[config.mk]
export PLATFORM = sky130hd
export DESIGN_NAME = jk_updown_counter_n
export DESIGN_NICKNAME = d
export VERILOG_FILES = /design/src/rtl/jk_updown_counter_n.sv
export SDC_FILE = /design/constraint.sdc
export NUM_CORES = 1
export LEC_CHECK = 0
export ABC_AREA = 1
export CAP_MARGIN = 20
export CORE_AREA = 2 2 39 41
export CTS_CLUSTER_DIAMETER = 80
export CTS_CLUSTER_SIZE = 12
export DETAILED_ROUTE_END_ITERATION = 6
export DIE_AREA = 0 0 41 43
export HOLD_SLACK_MARGIN = 0.1
export PLACE_DENSITY = 0.65
export SYNTH_ARGS = -nofsm -noshare
export SYNTH_HDL_FRONTEND = slang
export SYNTH_SLANG_ARGS = --single-unit
[constraint.sdc]
create_clock -name clk -period 3.4 [get_ports clk]
set_clock_uncertainty 0.05 [all_clocks]
set_input_delay 0.51 -clock clk [delete_from_list [all_inputs] [get_ports clk]]
set_output_delay 0.51 -clock clk [all_outputs]
set_load 0.005 [all_outputs]
[src/rtl/jk_updown_counter_n.sv]
// jk_updown_counter_n
//   Parametrised synchronous up/down counter built from per-bit JK cells.
//   Each bit toggles (J = K = t[i]) from a ripple-style carry/borrow term;
//   a set/reset override on J/K handles parallel load and the modulus
//   boundary, so any MAX_COUNT below 2**WIDTH-1 still wraps cleanly.
//
//   Build option: define JKCNT_SATURATE_EN to saturate at the boundaries
//   instead of wrapping (tc unchanged, wrap flags each held boundary cycle).
//
// Parameters
//   WIDTH      counter width in bits (>= 2)
//   MAX_COUNT  highest count value; modulus is MAX_COUNT+1
//
// Ports
//   clk       in   clock, rising edge
//   rst       in   asynchronous active-high reset
//   en        in   count enable
//   up_down   in   direction, 1 = up, 0 = down
//   load      in   synchronous parallel load strobe (priority over en)
//   load_val  in   value to load, clamped to MAX_COUNT
//   q         out  registered count
//   tc        out  terminal count (combinational, low during load)
//   wrap      out  registered one-cycle pulse after a boundary event
module jk_updown_counter_n #(
    parameter int WIDTH     = 4,
    parameter int MAX_COUNT = 2**WIDTH - 1
) (
    input  logic             clk,
    input  logic             rst,
    input  logic             en,
    input  logic             up_down,
    input  logic             load,
    input  logic [WIDTH-1:0] load_val,
    output logic [WIDTH-1:0] q,
    output logic             tc,
    output logic             wrap
);

    localparam logic [WIDTH-1:0] MAX_V = WIDTH'(MAX_COUNT);

    logic [WIDTH-1:0] cnt_q, cnt_d;
    logic             wrap_q, wrap_d;
    logic [WIDTH-1:0] t;
    logic [WIDTH-1:0] j, k;
    logic [WIDTH-1:0] load_sat;
    logic [WIDTH-1:0] bnd_tgt;
    logic             up_and, dn_and;
    logic             at_top, above_top, at_bot;
    logic             bnd_ovr;

    // Toggle terms: bit i flips when every lower bit is 1 (up) or 0 (down).
    always_comb begin
        t      = '0;
        up_and = 1'b1;
        dn_and = 1'b1;
        for (int i = 0; i < WIDTH; i++) begin
            t[i]   = en & (up_down ? up_and : dn_and);
            up_and = up_and & cnt_q[i];
            dn_and = dn_and & ~cnt_q[i];
        end
    end

    assign at_top    = (cnt_q == MAX_V);
    assign above_top = (cnt_q > MAX_V);
    assign at_bot    = (cnt_q == '0);

    assign tc = en & ~load & ((up_down & at_top) | (~up_down & at_bot));

    // Out-of-range states (only reachable through a reset-release glitch)
    // are steered back into range when counting up.
    assign bnd_ovr = en & ((up_down & (at_top | above_top)) | (~up_down & at_bot));

`ifdef JKCNT_SATURATE_EN
    assign bnd_tgt = up_down ? MAX_V : '0;
`else
    assign bnd_tgt = up_down ? '0 : MAX_V;
`endif

    assign load_sat = (load_val > MAX_V) ? MAX_V : load_val;

    // J/K selection: load and boundary use set/reset, otherwise toggle.
    always_comb begin
        j = t;
        k = t;
        if (load) begin
            j = load_sat;
            k = ~load_sat;
        end else if (bnd_ovr) begin
            j = bnd_tgt;
            k = ~bnd_tgt;
        end
    end

    // JK characteristic equation, bitwise: Q+ = J & ~Q | ~K & Q.
    assign cnt_d  = (j & ~cnt_q) | (~k & cnt_q);
    assign wrap_d = tc;

    always_ff @(posedge clk or posedge rst) begin
        if (rst) begin
            cnt_q  <= '0;
            wrap_q <= 1'b0;
        end else begin
            cnt_q  <= cnt_d;
            wrap_q <= wrap_d;
        end
    end

    assign q    = cnt_q;
    assign wrap = wrap_q;

endmodule
=== After elaboration in Yosys (flattened, before gate mapping) ===
Index checks and enable logic that the tools add are counted.

* Bits of input ports: 9
* Register bits: 5

* Order comparisons: 2
* Eq/ne operators: 1
* Reductions and logical operators: 1
* Mux-type cells: 9
* Bitwise logic cells: 28

{| class="wikitable"
|+ Operators by type and width
! cell !! number
|-
| $mux 4 || 6
|-
| $not 4->4 || 4
|-
| $and 1x1->1 || 13
|-
| $and 4x4->4 || 2
|-
| $gt 4x4->1 const B || 2
|-
| $not 1->1 || 5
|-
| $eq 4x4->1 const B || 1
|-
| $logic_not 4->1 || 1
|-
| $or 4x4->4 || 1
|-
| $mux 1 || 3
|-
| $or 1x1->1 || 3
|}

=== Logic depth before layout (Yosys ltp) ===
* Depth in word-level cells: 10
* Depth in mapped cells: 8

=== Worst setup path after synthesis ===
No wires, ideal clock.

* Path kind: input -> output
* Start point: in up_down
* End point: out tc
* Arrival time: 987 ps
* Buffers on the path: 0
* Stages on the path: 5
* Setup slack: 1853 ps
* Path through: inv_1 > nand3_1 > o21ai_2 > nand2_2 > nor2_1

* Longest elaborated chain between the ends: 4
* Elaborated cells between the ends (all ways): 5
* Classes of those cells: 5 x bitwise

{| class="wikitable"
|+ Ends and longest elaborated chain
! what !! RTL line !! RTL
|-
| start: declaration || 31 || <nowiki>input logic up_down,</nowiki>
|-
| $not 1->1 || 67 || <nowiki>assign tc = en & ~load & ((up_down & at_top) | (~up_down & at_bot));</nowiki>
|-
| $and 1x1->1 || 67 ||
|-
| $or 1x1->1 (*) || 67 ||
|-
| $and 1x1->1 (*) || 67 ||
|-
| end: declaration || 35 || <nowiki>output logic tc,</nowiki>
|}

Every way passes the cells marked *; elsewhere a longest branch is shown, timed or not.

=== Worst setup path in the final report ===
Same ends and word-level chain as after synthesis.

==> results.cfg <==
[status]
outcome = finished, final reports clean

[global_routing]
use_met3_pct = 1.57
grt_pass1_vias = 399
busiest_layer = met1
gr-usage-all-layers_pct = 12.4
grt_max_degree = 11
gr-usage-met1_pct = 18.0
met2_usage_pct = 16.6
grt_pass1_wl_mm = 1.49
grt_overflow = 0
antenna_found_initial = 0

[logic_synthesis]
synth.avg_cell_area_sq_um = 7.17
synthDistinctLibCells = 18
synth_cells = 55
yosysSeqAreaShare_pct = 31.7
syn_area_sq_um = 394
synth_fp_nets = 64
ys_ff_latch = 5
yosysWarnings = 0

[layout]
drive_gt1_share_pct = 23.6
area_delta_synth_final_pct = 44.4
n_antenna_cell = 0
layout_commonest_cell = clkdlybuf4s50_1
fin_nets = 82
layout_common_cells = 14 x clkdlybuf4s50_1, 9 x nand2_1, 8 x nor2_1, 8 x inv_1, 6 x nand2_2
stdcell_count = 88

[timing]
period_share_pct = 76.2
finalSetupViolations = 0
worst_pin_slew_ns = 0.376
slew_violations = 0
rsz0062_at_grt = false
maxSlewHeadroom_pct = 74.9
fmax_mhz = 386
fin_tns_setup_ns = 0
worst_slack_ns = 0.808
hold_violations = 0
hold_slack_ns = 0.419
min_period_ns = 2.59

[detailed_routing]
post-route-drc-count = 0
firstDrtPassIters = 4
ant_nets = 0
routed_via_density = 4.49
drtIter0Drc = 5
wl_per_cell_microns = 9.35
vias = 395
totalWireLength_microns = 823

[min_path]
holdCritPathClass = primary input to asynchronous set/reset pin

[clocking]
clk_pin_slew_ns = 0.04
cts.sinks = 5
clock_path_buffers = 2
cts_tree = done
cts_resized = 0
cts-root-buf = clkbuf_4
clk-insertion-delay-late_ns = 0.24
htreeDepth = 1
ctsHoldBuffers = 0
cts_buffers = 3
post_cts_buffers = 0

[power]
ir_drop_mv = 0.178
p_leak_uw = 0.000276
power.density_nw_per_um2 = 381

[setup_path]
worstPathRequired_ns = 2.84
worst_r2r_endpoint = q[3]$_DFF_PP0_
crit_fanout = 5
start_kind = primary input
crit_path_end_kind = output pin
worstPathArrival_ns = 2.03
reg2reg_from = q[1]$_DFF_PP0_
ff2ff_setup_slack_ns = 2.17
path_class = primary input to output pin
reg2regPathDepth = 8

[place]
gp_congestion = 0.714
port_buffers = 14
dpl.cell_count = 84
dp_slack_ns = 0.807
dp_hpwl_microns = 668

[floorplan]
core_region_area_sq_um = 1380
die_w_microns = 41
dieArea_sq_um = 1760
rows = 14
die_y_microns = 43
initial_utilization_pct = 28.5
ios = 15

[job]
cap_violations = 0
==> per-layer routing <==
metal,routed length [microns],vias up
li1,-,206
met1,391,175
met2,375,14
met3,56,0
met4,0,0
met5,0,-
==> sequential cells by signal, indices dropped and copies added (netlist names) <==
register,flops
q,4
wrap,1
==> logic make-up after synthesis <==
| logic type | synth area share [%] |
|---|---|
| AND/OR/NAND/NOR | 46.0 |
| XOR/XNOR | 2.22 |
| multiplexers | 2.54 |
| flip-flops | 31.7 |
| AO/OA/AOI/OAI | 6.03 |
| buffers and inverters | 11.4 |
==> power breakdown <==
part / total, uW / leakage [uW] / switching (uW) / internal (uW)
logic: 71.5 / 0.000201 / 33.4 / 38.1
clock network: 67.1 / 0.0000150 / 22.8 / 44.3
registers: 78.5 / 0.0000596 / 11.8 / 66.7
==> synthesized netlist by cell type (all sizes together) <==
library cell / n / area [sq um]
dfrtp: 5 / 125
nand4: 2 / 12.5
xnor2: 1 / 8.76
nand2: 15 / 71.3
o21ai: 1 / 8.76
buf: 1 / 11.3
nor3: 1 / 10.0
or2: 1 / 6.26
nand3: 7 / 45.0
inv: 9 / 33.8
a31oi: 1 / 6.26
a21oi: 1 / 8.76
nor2: 9 / 36.3
mux2i: 1 / 10.0
==> through the flow <==
step / utilization [%] / total power, uW / area (sq um)
finish: 41.1 / 217 / 569
global route: 41.1 / 235 / 569
CTS: 41.1 / 223 / 569
detailed placement: 39.2 / 151 / 543
global placement: 39.2 / 151 / 543
floorplan: - / 120 / 394
==> critical path: stages <==
cell	delay [ns]
clkdlybuf4s50_1	0.45
inv_1	0.15
nand3_1	0.12
o21ai_2	0.09
nand2_2	0.08
nor2_1	0.13
clkdlybuf4s50_1	0.51
==> worst max-delay path by stage <==
stage	start	end	slack, ns
finish	up_down	tc	0.81
detailed placement	up_down	tc	0.81
floorplan	up_down	tc	1.85
global route	up_down	tc	0.67
CTS	up_down	tc	0.79
global placement	up_down	tc	0.80
==> area by class of cell <==
class,instances,area [sq um]
clock buffers,4,26.3
fillers,157,815
inverters,9,33.8
multi-input cells,40,224
flip-flops and latches,5,125
well taps,16,20.0
repair buffers,14,140
Power figures use the tool's default switching activity.
==> RTL change 1, RTL diff (same settings) <==
Change the parameter `WIDTH` from 4 to 6.
--- a/src/rtl/jk_updown_counter_n.sv
+++ b/src/rtl/jk_updown_counter_n.sv
@@ -22,7 +22,7 @@
 //   tc        out  terminal count (combinational, low during load)
 //   wrap      out  registered one-cycle pulse after a boundary event
 module jk_updown_counter_n #(
-    parameter int WIDTH     = 4,
+    parameter int WIDTH     = 6,
     parameter int MAX_COUNT = 2**WIDTH - 1
 ) (
     input  logic             clk,
Interface: changed (resized load_val and q); port bits go from 15 to 19. The function was not compared with the original's and may differ.
==> RTL change 1 against the unedited design <==
Routed wire length up 56%. Synthesized area up 38%. Maximum frequency down 8.6%. Global-route usage up 6.6 points. Synthesized cell count up 51%. Count of clock-buffer cells in the layout unchanged. Via count up 46%. Sequential cell count up 2. Worst setup slack worse by 250 ps. Cell area up 31%. Final cell count up 34%. Total power up 23%. First-iteration DRC count rose to 4.2 times the old value. Sequential power up 36%.
==> RTL change 1: results (changes against the unedited design) <==
[metrics] aggregate global-route resource usage: 18.99% (+6.6 points)
[metrics] ranking of synthesized cells by area: dfrtp_1, nand2_1, nand3_1
[metrics] final net count: 114 (+39%)
[metrics] number of warnings reported in the yosys synthesis log: 0 (unchanged)
[metrics] biggest fanout along the worst timing path: 9 (+4)
[metrics] compound-cell area share of the yosys netlist: 11.72% (+5.7 points)
[metrics] IR Drop Worst-Case VDD: 0.0001859 V (+4.2%)
[metrics] count of vias placed by the detailed router: 575 (+46%)
[metrics] number of cells traversed by the worst register-to-register path: 7 (-1)
[metrics] Post-Synth XOR/XNOR Area: 3.218% (+1.0 points)
[metrics] Arr. time, crit path: 2280 ps (+250 ps)
[metrics] IO buf count: 18 (+4)
[metrics] outcome: finished, final reports clean
[metrics] final estimated routing congestion in global placement: 0.8271 (+16%)
[metrics] layout filler cell count: 152 (-3.2%)
[metrics] Total Wirelength: 1.282 mm (+56%)
[metrics] Post-Syn Nets: 94 (+47%)
[metrics] list of most frequent post-synthesis cells: nand2_1, nand3_1, inv_1
[metrics] dpl ws: 550.5 ps (-256.5 ps)
[metrics] share of the yosys chip area belonging to registers: 32.18% (+0.44 points)
[metrics] Max transition margin: 75.49% (+0.60 points)
[metrics] via count of the first global-routing pass: 523 (+31%)
[metrics] maximum number of pins on one net before global-route repair: 12 (+1)
[metrics] flip-flop count of the largest register after layout: 6 (+2)
[metrics] global-route wire length before repair: 2.208 mm (+48%)
[metrics] Lkg Pwr: 0.3586 nW (+30%)
[metrics] multiplexer share of the synthesized area: 1.839% (-0.70 points)
[metrics] fraction of final layout cells sized beyond drive strength 1: 5.882% (-18 points)
[metrics] number of distinct library cells after synthesis: 20 (+2)
[RTL change 1: routing by layer]
metal,vias up,routed length (um),track usage (%)
met2,12,551,25.00
met4,0,36,10.00
met5,-,0,0
li1,308,-,-
met1,250,659,27.54
met3,5,34,4.712
[RTL change 1: final timing paths]
path                              start  endpoint  slack [ps]
worst max register to register     q[0]      q[5]        1930
worst max-delay path            up_down        tc         560
worst min register to register     q[0]      q[0]         590
worst min-delay path                rst      wrap         450
min in group clk                   q[0]      q[0]         590
max in group asynchronous           rst      q[3]        2630
[RTL change 1: through the flow]
step	hold WS (ps)	area, sq um	cells	total power (W)
finish	453.6	747.0	118	0.0002669
CTS	462.0	747.0	118	0.0002714
floorplan	263.4	544.3	83	0.0001536
detailed placement	579.2	720.7	114	0.0001920
global route	500.8	747.0	118	0.0002902
global placement	552.5	720.7	114	0.0001922
[RTL change 1: layout make-up]
class | count | area (sq um) | share of cell area (%)
well taps | 16 | 20.02 | 2.680
flip-flops and latches | 7 | 175.2 | 23.45
clock buffers | 4 | 26.28 | 3.518
repair buffers | 18 | 180.2 | 24.12
multi-input cells | 62 | 304.0 | 40.70
inverters | 11 | 41.29 | 5.528
[RTL change 1: cells by family (layout without fill, tap and decap cells)]
logic type,Yosys count,count (layout)
AND/OR/NAND/NOR,48,48
buffers and inverters,14,33
AO/OA/AOI/OAI,11,11
flip-flops,7,7
XOR/XNOR,2,2
multiplexers,1,1
[RTL change 1: power breakdown]
part           total (W)  internal, W  switching (W)
Clock          0.0000763    0.0000448      0.0000315
Sequential      0.000107    0.0000928      0.0000146
Combinational  0.0000832    0.0000441      0.0000391
Total           0.000267     0.000182      0.0000851
[RTL change 1: worst max-delay path: stages]
cell and delay, ps:
clkdlybuf4s50_1 540, inv_1 230, nand2_1 90, o21ai_2 160, nand2_1 90, nor2_1 140
clkdlybuf4s50_1 510
==> RTL change 2, RTL diff (config.mk and constraints unchanged) <==
Made on the original files. Remove the register `wrap_q`: a continuous assignment takes its place, so the output `wrap` follows one clock earlier.
--- a/src/rtl/jk_updown_counter_n.sv
+++ b/src/rtl/jk_updown_counter_n.sv
@@ -98,12 +98,12 @@
     always_ff @(posedge clk or posedge rst) begin
         if (rst) begin
             cnt_q  <= '0;
-            wrap_q <= 1'b0;
         end else begin
             cnt_q  <= cnt_d;
-            wrap_q <= wrap_d;
         end
     end
+
+    assign wrap_q = wrap_d;
 
     assign q    = cnt_q;
     assign wrap = wrap_q;
Check against the original RTL: not equivalent (a bounded check fails within 4 cycles, from zero or initial values and one cycle with rst high).
==> RTL change 2 against the unedited design <==
Die area unchanged. Combinational power decreased by 9.1%. Critical path depth rose by 1. Sequential cell count fell by 1. Largest power group is now combinational cells. Cell area shrank 8.1%. Synthesized area is 10% lower. Total power shrank 15%. Sequential share of layout area decreased by 2.8 points. Routed wire length is 1.6% lower. Critical path type unchanged. Global-route usage shrank 1.9 points. Core utilization down 3.3 points. Worst setup slack got worse by 110 ps.
==> RTL change 2: results (changes against the unedited design) <==
[metrics] outcome: finished, final reports clean
[metrics] aggregate global-route resource usage: 10.57% (-1.9 points)
[metrics] Total Wirelength: 810 um (-1.6%)
[metrics] Worst-Margin Slew: 323.4 ps (-52.16 ps)
[metrics] maximum number of pins on one net before global-route repair: 10 (-1)
[metrics] biggest fanout along the worst timing path: 6 (+1)
[metrics] dpl ws: 709.5 ps (-97.45 ps)
[metrics] share of the yosys chip area belonging to registers: 28.37% (-3.4 points)
[metrics] via count of the first global-routing pass: 317 (-21%)
[metrics] ranking of synthesized cells by area: dfrtp_1, nand2_1, nor2_1
[metrics] routed length on met2: 392 um (+4.5%)
[metrics] Root Buffer: clkbuf_4
[metrics] standard cell area after detailed placement: 500.5 sq um (-7.8%)
[metrics] count of vias placed by the detailed router: 393 (-0.51%)
[metrics] Post-Synth XOR/XNOR Area: 2.482% (+0.26 points)
[metrics] detailed-router iteration count before antenna repair: 3 (-1)
[metrics] amount of wire on met3 after detailed routing: 19 um (-66%)
[metrics] Post-Route M1 WL: 398 um (+1.8%)
[metrics] HPWL after detailed placement: 639.5 um (-4.3%)
[metrics] IR Drop Worst-Case VDD: 0.0001984 V (+11%)
[metrics] DRC marker count from the first detailed-route iteration: 4 (-1)
[metrics] Post-Syn Nets: 67 (+4.7%)
[metrics] list of most frequent post-synthesis cells: nand2_1, nor2_1, nand3_1
[metrics] met2 Use GR: 13.44% (-3.1 points)
[metrics] Lkg Pwr: 0.2499 nW (-9.3%)
[metrics] final net count: 84 (+2.4%)
[metrics] final estimated routing congestion in global placement: 0.7383 (+3.4%)
[metrics] multiplexer share of the synthesized area: 0% (-2.5 points)
[metrics] placed instance count: 86 (+2.4%)
[metrics] Arr. time, crit path: 2140 ps (+110 ps)
[metrics] M1 GR Usage: 15.26% (-2.8 points)
[metrics] fraction of final layout cells sized beyond drive strength 1: 12.33% (-11 points)
[metrics] global-route wire length before repair: 1.248 mm (-16%)
[metrics] compound-cell area share of the yosys netlist: 8.511% (+2.5 points)
==> RTL change 2: power by group <==
group | internal [W] | switching [W]
registers | 0.0000540 | 0.0000100
logic | 0.0000346 | 0.0000304
clock network | 0.0000393 | 0.0000168
total | 0.000128 | 0.0000572
==> RTL change 2: worst paths after layout <==
check                      slack [ps]     from   end  cells past startpoint
max                               700  up_down    tc                      8
min                               410      rst  q[0]                      2
max reg2reg                      2160     q[1]  q[2]                      6
min reg2reg                       590     q[3]  q[3]                      2
max in group asynchronous        2740      rst  q[3]                      2
min in group clk                  590     q[3]  q[3]                      2
==> RTL change 2: final cells by class <==
cell class                 count  area [sq um]
fill                         158         860.8
multi-input combinational     44         210.2
timing repair buffer          14         140.1
sequential                     4         100.1
inverter                       8         30.03
clock buffer                   3         22.52
tap                           16         20.02
==> RTL change 2: worst max-delay path, stage by stage <==
cell and delay, ps:
clkdlybuf4s50_1 550, inv_2 90, nor2_1 110, nand2_1 50, nand2_1 100, nand2_2 70, nor2_1 130, clkdlybuf4s50_1 520
